**src/rtl/mem_arb_pkg.sv**
```systemverilog
// Shared types for the two-requester memory arbiter: FSM states, requester ids, default timeout.
// Latency: n/a (types and constants only).
// Backpressure: n/a.
package mem_arb_pkg;

  // Ownership states of the shared memory port.
  typedef enum logic [1:0] {
    IDLE    = 2'd0,
    GRANT_I = 2'd1,
    GRANT_D = 2'd2
  } state_t;

  // Requester identity; the value doubles as the sel encoding.
  typedef enum logic {
    REQ_I = 1'b0,
    REQ_D = 1'b1
  } requester_t;

  // Cycles a grant may wait for mem_ack before it is aborted.
  localparam int TIMEOUT_DEFAULT = 15;

endpackage

```
**src/rtl/mux2.sv**
```systemverilog
// Generic two-input WIDTH-bit multiplexer.
// Latency: combinational.
// Backpressure: none.
// Ports: a (s=0), b (s=1), s select, y output.
module mux2 #(
  parameter int WIDTH = 32
) (
  input  logic [WIDTH-1:0] a,
  input  logic [WIDTH-1:0] b,
  input  logic             s,
  output logic [WIDTH-1:0] y
);

  assign y = s ? b : a;

endmodule

```
**src/rtl/mem_arbiter.sv**
```systemverilog
// Arbitrates an instruction-fetch port and a data port onto one shared memory port, round-robin on ties.
// Latency: grant one cycle after request; ready in the same cycle as mem_ack (earliest one cycle after request).
// Backpressure: requesters hold req until a ready/err pulse; grants time out after TIMEOUT cycles without mem_ack.
//
// Ports:
//   clk, reset               clock, asynchronous active-high reset
//   i_req/i_addr/i_ready     fetch requester (read only)
//   d_req/d_we/d_addr/d_wdata/d_ready  data requester
//   i_err/d_err              one-cycle abort pulse on timeout
//   rdata                    mem_rdata forwarded, valid with i_ready/d_ready
//   mem_req/mem_we/mem_addr/mem_wdata/mem_ack/mem_rdata  shared memory port
//   sel                      current owner, 0=fetch, 1=data
module mem_arbiter
  import mem_arb_pkg::*;
#(
  parameter int WIDTH   = 32,
  parameter int TIMEOUT = TIMEOUT_DEFAULT
) (
  input  logic             clk,
  input  logic             reset,
  input  logic             i_req,
  input  logic [WIDTH-1:0] i_addr,
  output logic             i_ready,
  input  logic             d_req,
  input  logic             d_we,
  input  logic [WIDTH-1:0] d_addr,
  input  logic [WIDTH-1:0] d_wdata,
  output logic             d_ready,
  output logic             i_err,
  output logic             d_err,
  output logic [WIDTH-1:0] rdata,
  output logic             mem_req,
  output logic             mem_we,
  output logic [WIDTH-1:0] mem_addr,
  output logic [WIDTH-1:0] mem_wdata,
  input  logic             mem_ack,
  input  logic [WIDTH-1:0] mem_rdata,
  output logic             sel
);

  localparam int CNT_W = $clog2(TIMEOUT + 1);

  state_t           state, state_nxt;
  requester_t       last, last_nxt;
  logic [CNT_W-1:0] cnt, cnt_nxt;
  logic             timeout_hit;
  logic [WIDTH-1:0] zero_w;

  assign zero_w = '0;

  // Reset leaves last=REQ_D so the very first tie goes to fetch.
  always_ff @(posedge clk or posedge reset) begin
    if (reset) begin
      state <= IDLE;
      last  <= REQ_D;
      cnt   <= '0;
    end else begin
      state <= state_nxt;
      last  <= last_nxt;
      cnt   <= cnt_nxt;
    end
  end

  // This grant cycle would be the TIMEOUT-th without an ack. An ack in the
  // same cycle takes precedence, so it is excluded here.
  assign timeout_hit = (state != IDLE) && !mem_ack && (cnt == CNT_W'(TIMEOUT - 1));

  always_comb begin
    state_nxt = state;
    last_nxt  = last;
    cnt_nxt   = cnt;
    mem_req   = 1'b0;
    mem_we    = 1'b0;
    sel       = REQ_I;
    i_ready   = 1'b0;
    d_ready   = 1'b0;
    i_err     = 1'b0;
    d_err     = 1'b0;

    case (state)
      IDLE: begin
        // mem_ack is ignored here; only pending requests matter.
        if (i_req && d_req) begin
          state_nxt = (last == REQ_D) ? GRANT_I : GRANT_D;
        end else if (i_req) begin
          state_nxt = GRANT_I;
        end else if (d_req) begin
          state_nxt = GRANT_D;
        end
      end

      GRANT_I: begin
        mem_req = 1'b1;
        sel     = REQ_I;
        // Completion does not look at i_req: a requester that drops mid-grant
        // still receives its pulse.
        if (mem_ack) begin
          i_ready   = 1'b1;
          state_nxt = IDLE;
          last_nxt  = REQ_I;
          cnt_nxt   = '0;
        end else if (timeout_hit) begin
          i_err     = 1'b1;
          state_nxt = IDLE;
          last_nxt  = REQ_I;
          cnt_nxt   = '0;
        end else begin
          cnt_nxt = cnt + CNT_W'(1);
        end
      end

      GRANT_D: begin
        mem_req = 1'b1;
        mem_we  = d_we;
        sel     = REQ_D;
        if (mem_ack) begin
          d_ready   = 1'b1;
          state_nxt = IDLE;
          last_nxt  = REQ_D;
          cnt_nxt   = '0;
        end else if (timeout_hit) begin
          d_err     = 1'b1;
          state_nxt = IDLE;
          last_nxt  = REQ_D;
          cnt_nxt   = '0;
        end else begin
          cnt_nxt = cnt + CNT_W'(1);
        end
      end

      default: begin
        state_nxt = IDLE;
        cnt_nxt   = '0;
      end
    endcase
  end

  assign rdata = mem_rdata;

  // Fetch never writes, so its write-data leg is tied to zero.
  mux2 #(.WIDTH(WIDTH)) u_addr_mux (
    .a (i_addr),
    .b (d_addr),
    .s (sel),
    .y (mem_addr)
  );

  mux2 #(.WIDTH(WIDTH)) u_wdata_mux (
    .a (zero_w),
    .b (d_wdata),
    .s (sel),
    .y (mem_wdata)
  );

endmodule
```
**config.mk**
```make
export PLATFORM = sky130hd
export DESIGN_NAME = mem_arbiter
export DESIGN_NICKNAME = d
export VERILOG_FILES = /design/src/rtl/mem_arb_pkg.sv /design/src/rtl/mux2.sv /design/src/rtl/mem_arbiter.sv
export SDC_FILE = /design/constraint.sdc
export NUM_CORES = 1
export LEC_CHECK = 0
export CAP_MARGIN = 20
export CORE_AREA = 2 2 93 95
export CTS_BUF_LIST = sky130_fd_sc_hd__clkbuf_4 sky130_fd_sc_hd__clkbuf_8 sky130_fd_sc_hd__clkbuf_16
export DETAILED_ROUTE_END_ITERATION = 12
export DIE_AREA = 0 0 95 97
export PLACE_DENSITY_LB_ADDON = 0.08
export SLEW_MARGIN = 20
export SYNTH_ARGS = -nofsm -noshare
export SYNTH_HDL_FRONTEND = slang
export SYNTH_SLANG_ARGS = --single-unit
```
**constraint.sdc**
```tcl
create_clock -name clk -period 1.45 [get_ports clk]
set_input_delay 0.29 -clock clk [delete_from_list [all_inputs] [get_ports clk]]
set_output_delay 0.29 -clock clk [all_outputs]
set_load 0.02 [all_outputs]
```
# [Word-level counts from Yosys, hierarchy flattened]
# Cells that the tools add are included.
[op_classes] n_addsub=1 mul=0 div=0 n_lt_le_gt_ge=0 n_eq_ne=7 n_shift=0 n_mux=27 bitwise_logic=0 reduce_logical=10
[op_table] op="2-to-1 mux 32 bit" count=2
[op_table] op="2-to-1 mux 1 bit" count=14
[op_table] op="2-to-1 mux 2 bit" count=6
[op_table] op="2-to-1 mux 4 bit" count=2
[op_table] op="one-hot mux 4 bit (2 select lines)" count=1
[op_table] op="!= test 3 bit (second input constant)" count=2
[op_table] op="adder 4 x 1 -> 4 bit (second input constant)" count=1
[op_table] op="equality test 4 bit (second input constant)" count=1
[op_table] op="!= test 4 bit (second input constant)" count=1
[op_table] op="one-hot mux 2 bit (2 select lines)" count=1
[op_table] op="nonzero test 2 bit" count=2
[op_table] op="logical AND 1 bit" count=3
[op_table] op="!= test 3 x 1 -> 1 bit (second input constant)" count=1
[op_table] op="AND reduction 3 bit" count=1
[op_table] op="equality test 2 x 1 -> 1 bit (second input constant)" count=1
[op_table] op="equality test 2 bit (second input constant)" count=1
[op_table] op="zero test 2 bit" count=1
[op_table] op="one-hot mux 1 bit (2 select lines)" count=1
[op_table] op="AND reduction 2 bit" count=1
[op_table] op="OR reduction 2 bit" count=1
[op_table] op="zero test 1 bit" count=1
[word_totals] register_bits=7 latchBits=0 ram_bits=0 rom_bits=0 mem_count=0

# [Longest topological paths before layout]
# Gate-level depths: netlist of the first run.
[logic_depth] ltp_word=6 ltp_mapped=5 mapped_depth_nobuf=5

# [Hierarchy]
# Synthesis of the first run repeated with hierarchy kept, for this count alone.
[hier_totals] cells_unflattened=159 hier_area_um2=1811.7
[modules_own_cells] module="mux2" instances=2 cells_each=36 area_each_um2=544.3 seq_area_each_um2=0.0
[modules_own_cells] module="mem_arbiter" instances=1 cells_each=87 area_each_um2=723.2 seq_area_each_um2=176.4

# [Worst setup path before layout of the first run]
# OpenSTA, ideal clock, no wires.
[synth_timing] path_type="flip-flop to output port" start="register state[0]" end="output port mem_addr[27]" arrival_time_ns=1.412 t_required_ns=1.160 path_slack_ns=-0.252 path_stages_with_launch=5 path_buffers=1 path_cell_list="dfrtp_1 inv_1 ha_1 buf_2 mux2_2"
[synth_via] elab_chain_len=3
[synth_lines] element="from (decl)" line_no="mem_arbiter.sv:43" text="state_t state, state_nxt;"
[synth_lines] element="from (signal assigned)" line_no="mem_arbiter.sv:58" text="state <= state_nxt;"
[synth_lines] element="equality test 2 bit" line_no="mem_arbiter.sv:80" text="case (state)"
[synth_lines] element="2-to-1 mux 1 bit" line_no="mem_arbiter.sv:80"
[synth_lines] element="named net sel" line_no="mem_arbiter.sv:38" text="output logic sel"
[synth_lines] element="2-to-1 mux 32 bit" line_no="mux2.sv:14" text="assign y = s ? b : a;"
[synth_lines] element="to (decl)" line_no="mem_arbiter.sv:34" text="output logic [WIDTH-1:0] mem_addr,"
# The timed path passes the listed nets, and every way through them passes these cells.

# [Worst setup path after layout of the first run]
[layout_timing] start="register state[0]" end="output port mem_addr[3]"
[layout_via] elab_chain_len=3
[layout_lines] element="equality test 2 bit" line_no="mem_arbiter.sv:80"
[layout_lines] element="2-to-1 mux 1 bit" line_no="mem_arbiter.sv:80"
[layout_lines] element="2-to-1 mux 32 bit" line_no="mux2.sv:14"
# No other way between the ends.

==> results of run 1 <==
worst max-delay path by stage:
stage	cells past startpoint	to	startpoint
3_3_place_gp	4	i_err	mem_ack
4_1_cts	7	mem_addr[27]	state[0]
3_5_place_dp	4	d_err	mem_ack
5_1_grt	6	mem_addr[3]	state[0]
6_report	6	mem_addr[3]	state[0]
2_1_floorplan	4	mem_addr[10]	state[0]
final cells by class:
class | instances | area (sq um) | area share
repair buffers | 212 | 2250 | 0.596
multi-input cells | 102 | 1140 | 0.302
flip-flops and latches | 7 | 176 | 0.0466
well taps | 105 | 131 | 0.0347
clock buffers | 4 | 48.8 | 0.0129
inverters | 8 | 30.0 | 0.00794
power by group:
part | internal (mW) | switching [mW] | leakage, nW
clock network | 0.210 | 0.0995 | 0.0262
registers | 0.261 | 0.0364 | 0.0914
logic | 2.68 | 1.80 | 1.64
total | 3.15 | 1.93 | 1.75
sequential cells by signal, indices dropped and copies added, names as in the netlist:
| register | flops |
|---|---|
| cnt | 4 |
| last | 1 |
| state | 2 |
cell usage in the layout (no fill, tap or decap), types with 2 or more instances in the layout:
cell,count
and2_4,36
o21ai_1,3
dfrtp_1,6
o21ai_2,2
inv_1,7
buf_4,16
ha_4,3
nand2_1,4
nand3_1,2
mux2_4,32
ha_1,2
clkbuf_16,2
clkbuf_8,3
clkdlybuf4s50_1,100
buf_12,5
buf_2,5
buf_6,80
a22oi_2,2
o2111ai_1,2
through the flow:
stage	hold slack, ps	util	cells	setup TNS [ps]
3_5_place_dp	503	0.398	406	-35220
3_3_place_gp	521	0.398	406	-34270
5_1_grt	341	0.465	438	-28290
6_report	301	0.465	438	-23700
2_1_floorplan	92.7	-	157	-300
4_1_cts	323	0.428	423	-23320
cells by family after synthesis:
logic type,Yosys count,synth area share
adders and majority gates,5,0.0466
DFF,7,0.131
and+or+nand+nor,51,0.241
AOI/OAI and AO/OA,13,0.0698
muxes,33,0.276
buffers and inverters,48,0.236
layer usage:
layer  share of wire  wire length, um  global-route usage
met1            0.38             2900               0.173
met4          0.0055               42              0.0234
met5          0.0031               24                   0
met2            0.50             3840               0.269
met3            0.11              865              0.0646
what timing repair did:
action | 4_1_cts | 5_1_grt
cloned | 3 | 2
endpoints found under the setup margin | 73 | 78
pin swaps | 3 | 3
setup buffers | 10 | 18
resized for setup | 405 | 61
==> impl_metrics.env, run 1 <==
export IMPL_grt_use_total=0.153
export IMPL_gr_total_overflow=0
export IMPL_antenna_found_initial=2
export IMPL_yosysTopAreaCell="mux2_2"
export IMPL_cts_buffers=3
export IMPL_violations="negative setup slack"
export IMPL_synth_most_common_cell="and2_1"
export IMPL_required_ps=1160
export IMPL_max_stage_delay_ps=380
export IMPL_p_leak_nw=1.75
export IMPL_drc=0
export IMPL_crit_arrival_ps=1580
export IMPL_place_congestion=0.757
export IMPL_synth_seq_cells=7
export IMPL_worstRegToRegCells=9
export IMPL_nNetsFinal=473
export IMPL_clock_latency_ps=240
export IMPL_clk_path_buf_depth=2
export IMPL_crit_top_cell="buf_6"
export IMPL_num_rows=33
export IMPL_crit_family="buffers and inverters"
export IMPL_avgSynthCellArea_sq_um=8.56
export IMPL_syn_area_sq_mm=0.00134
export IMPL_cts_tree="done"
export IMPL_yosys_top_cells_area="mux2_2 27%, buf_4 20%, and2_1 17%"
export IMPL_period_share=1.29
export IMPL_vdd_ir_drop_max_v=0.000749
export IMPL_syn_nets=296
export IMPL_drt_first_iter_violations=21
export IMPL_slew_violations=0
export IMPL_wl_per_cell_um=17.5
export IMPL_core_sq_mm=0.00813
export IMPL_num_antenna_cells=0
export IMPL_start_util=0.165
export IMPL_grt_max_degree=15
export IMPL_final_min_clock_period_ps=1870
export IMPL_port_buffers=172
export IMPL_min_path_type="in -> async"
export IMPL_synthCells=157
export IMPL_htreeDepth=1
export IMPL_worst_r2r_endpoint="state[1]"
export IMPL_ant_nets=0
export IMPL_cts_num_sinks=7
export IMPL_relSlewSlack=0.759
export IMPL_r2r_start="state[0]"
export IMPL_synth_top_area_share=0.268
export IMPL_path_cells="inv_2, ha_4, buf_6, clkbuf_16, mux2_4, buf_6"
export IMPL_setup_ws_ps=-422
export IMPL_fmax_ghz=0.534
export IMPL_dieWidth_um=95
export IMPL_rsz0062_at_grt="yes"
export IMPL_dpl_instance_area_sq_mm=0.00324
export IMPL_finalSetupViolations=77
export IMPL_cp_buffers_inverters=4
export IMPL_final_area_sq_mm=0.00378
export IMPL_ys_warn_count=0
export IMPL_cts_root_buf="clkbuf_8"
export IMPL_crit_fanout=6
export IMPL_worst_pin_slew_ps=361
export IMPL_dp_slack_ps=-611
export IMPL_wl_um=7670
export IMPL_dp_hpwl_um=6040
export IMPL_vias=1772
export IMPL_powerDensity_mw_per_mm2=1340
export IMPL_cap_violations=0
export IMPL_r2r_slack_ps=-140
export IMPL_clk_pin_slew_ps=40
export IMPL_grt_pass1_vias=1747
export IMPL_async_reset_ff_frac=1.00
export IMPL_cp_start_kind="flop"
export IMPL_synth_edff_count=0
export IMPL_finalClockSkew_ps=3.74
export IMPL_status="finished, violations left"
export IMPL_fp_dieH_um=97
export IMPL_cp_end_kind="output port"
export IMPL_netlist_top_cells_count="37 x and2_1, 35 x buf_4, 32 x mux2_2"
export IMPL_p_total_mw=5.08
export IMPL_synth_ff_type="dfrtp_1"
export IMPL_slowest_stage="dfrtp_1"
export IMPL_grt_pass1_wl_um=10600
export IMPL_holdBufCountCts=0
export IMPL_report_final_hold_viol_count=0
export IMPL_criticalPathCategory="reg -> out"
export IMPL_final_fill_count=773
export IMPL_firstDrtPassIters=6
export IMPL_ios=237
export IMPL_die_area_sq_mm=0.00922
export IMPL_layout_drive_gt1_share=0.595
export IMPL_area_growth_pct=181
export IMPL_synth_distinct_cells=26
export IMPL_yosysSeqAreaShare=0.131
export IMPL_avgViaCountPerCell=4.05
No activity file was read; power rests on OpenSTA's default activity.
==> run 2, diff against run 1 <==
--- a/config.mk
+++ b/config.mk
@@ -13,3 +13,3 @@
 export PLACE_DENSITY_LB_ADDON = 0.08
-export SLEW_MARGIN = 20
+export SLEW_MARGIN = 30
 export SYNTH_ARGS = -nofsm -noshare
==> constraint.sdc (replaced) <==
create_clock -name clk -period 1.45 [get_ports clk]
set_input_delay 0.435 -clock clk [delete_from_list [all_inputs] [get_ports clk]]
set_output_delay 0.435 -clock clk [all_outputs]
set_load 0.02 [all_outputs]
==> run 2 against run 1 <==
Against the previous run:
- the flow still finishes with violations (negative setup slack)
- clock power decreased by 8.1%
- final cell count down 3.0%
- clock-buffer cell count is the same
- core utilization decreased by 4.2 points
- critical path depth did not move
- first-iteration DRC count decreased by 4.8%
- via count down 4.5%
- highest routed layer is now met4
==> impl_metrics.env, run 2 (synthesis results as in run 1) <==
export IMPL_period_share=1.37
export IMPL_fin_cells=425
export IMPL_swShare=0.401
export IMPL_path_cells="inv_2, ha_4, buf_12, buf_6, mux2_4, buf_6"
export IMPL_power_switching_mw=1.77
export IMPL_vias=1692
export IMPL_grt_pass1_wl_um=10100
export IMPL_required_ps=1020
export IMPL_slowest_stage="dfrtp_1"
export IMPL_holdBufCountCts=0
export IMPL_status="finished, violations left"
export IMPL_max_stage_delay_ps=380
export IMPL_grt_max_degree=15
export IMPL_gr_total_overflow=0
export IMPL_relSlewSlack=0.805
export IMPL_finalClockSkew_ps=0.718
export IMPL_dpl_instance_area_sq_mm=0.00328
export IMPL_core_sq_mm=0.00813
export IMPL_vdd_ir_drop_max_v=0.000844
export IMPL_final_fill_count=820
export IMPL_min_path_type="in -> async"
export IMPL_crit_fanout=7
export IMPL_grt_use_total=0.142
export IMPL_criticalPathCategory="reg -> out"
export IMPL_start_util=0.165
export IMPL_p_int_mw=2.65
export IMPL_layout_drive_gt1_share=0.572
export IMPL_cp_end_kind="output port"
export IMPL_p_seq_frac=0.066
export IMPL_final_min_clock_period_ps=1980
export IMPL_p_leak_nw=1.63
export IMPL_ant_nets=0
export IMPL_rsz0062_at_grt="yes"
export IMPL_report_final_hold_viol_count=0
export IMPL_worst_pin_slew_ps=293
export IMPL_fmax_ghz=0.504
export IMPL_placed_cells=409
export IMPL_slew_violations=0
export IMPL_crit_arrival_ps=1550
export IMPL_setup_ws_ps=-535
export IMPL_fp_dieH_um=97
export IMPL_dp_hpwl_um=5880
export IMPL_crit_family="buffers and inverters"
export IMPL_cp_start_kind="flop"
export IMPL_place_congestion=0.754
export IMPL_area_growth_pct=156
export IMPL_endpoint="mem_addr[6]"
export IMPL_cts_buffers=3
export IMPL_firstDrtPassIters=4
export IMPL_cap_violations=0
export IMPL_num_antenna_cells=0
export IMPL_num_rows=33
export IMPL_worstRegToRegCells=7
export IMPL_drc=0
export IMPL_largest_reg_flops=4
export IMPL_r2r_slack_ps=-90
export IMPL_regMostFlops="cnt"
export IMPL_antenna_found_initial=0
export IMPL_port_buffers=172
export IMPL_die_area_sq_mm=0.00922
export IMPL_holdWs_ps=459
export IMPL_clk_pin_slew_ps=40
export IMPL_finalSetupViolations=75
export IMPL_cts_num_sinks=7
export IMPL_dieWidth_um=95
export IMPL_violations="negative setup slack"
export IMPL_critPathLaunch="state[0]"
export IMPL_fin_util=0.423
export IMPL_grt_pass1_vias=1677
export IMPL_crit_top_cell="buf_6"
export IMPL_nNetsFinal=460
export IMPL_clock_latency_ps=220
export IMPL_powerDensity_mw_per_mm2=1290
export IMPL_cp_buffers_inverters=4
export IMPL_wl_um=7000
export IMPL_power_frac_comb=0.869
export IMPL_drt_first_iter_violations=20
export IMPL_cts_root_buf="clkbuf_8"
export IMPL_worst_path_stages=6
export IMPL_r2r_start="state[0]"
export IMPL_ios=237
export IMPL_clk_path_buf_depth=2
export IMPL_final_area_sq_mm=0.00344
export IMPL_final_cell_mix="100 x clkdlybuf4s50_1, 47 x buf_6, 32 x mux2_4, 31 x buf_4, 29 x and2_4"
export IMPL_layout_commonest_cell="clkdlybuf4s50_1"
export IMPL_wl_per_cell_um=16.5
export IMPL_largestRegisters="cnt x4, state x2, last x1"
export IMPL_worst_r2r_endpoint="cnt[2]"
export IMPL_avgViaCountPerCell=3.98
export IMPL_htreeDepth=1
export IMPL_p_clk_frac=0.065
export IMPL_cts_tree="done"
## run 2: worst min-delay path by stage
stage,slack (ps),to,start
6_report,460,state[0],reset
5_1_grt,510,cnt[2],reset
4_1_cts,470,cnt[0],reset
3_5_place_dp,510,last,last
3_3_place_gp,510,last,last
2_1_floorplan,240,cnt[0],reset
## run 2: per-stage QoR
stage / TNS (ps) / total power [mW] / setup WS, ps
2_1_floorplan: -8330 / 2.46 / -157
3_3_place_gp: -45810 / 3.77 / -733
3_5_place_dp: -46250 / 3.76 / -747
4_1_cts: -31920 / 4.44 / -643
5_1_grt: -34930 / 4.70 / -584
6_report: -30100 / 4.42 / -535
## run 2: worst reg2reg max path, delay by kind of cell, from the launching register on
kind / cells / cell delay, ps
DFF: 1 / 350
adders and majority gates: 1 / 270
buffers and inverters: 3 / 300
and+or+nand+nor: 2 / 250
AOI/OAI and AO/OA: 1 / 270
## run 2: area by class of cell
type / count / area, sq um / share of cell area
Sequential cell: 7 / 176 / 0.0513
Tap cell: 105 / 131 / 0.0382
Timing Repair Buffer: 199 / 1930 / 0.561
Multi-Input combinational cell: 102 / 1120 / 0.326
Clock buffer: 4 / 48.8 / 0.0142
Inverter: 8 / 30.0 / 0.00873
## run 2: power groups by stage
stage	sequential (mW)	combinational, mW	clock (mW)
5_1_grt	0.299	4.09	0.308
6_report	0.294	3.84	0.285
3_5_place_dp	0.296	3.47	0
2_1_floorplan	0.298	2.16	0
4_1_cts	0.295	3.85	0.291
3_3_place_gp	0.298	3.47	0
## run 2: what timing repair did
| item | in CTS | in global routing |
|---|---|---|
| setup buffers | 9 | 5 |
| endpoints found under the hold margin | 0 | 0 |
| setup endpoints to repair | 73 | 77 |
| gates cloned | 2 | 0 |
| resized for setup | 379 | 22 |
| pin swaps | 4 | 3 |
## run 2: metal layers
metal | wire length (um) | GRT usage
met5 | 0 | 0
met4 | 28 | 0.00892
met3 | 782 | 0.0491
met2 | 3460 | 0.253
met1 | 2730 | 0.170
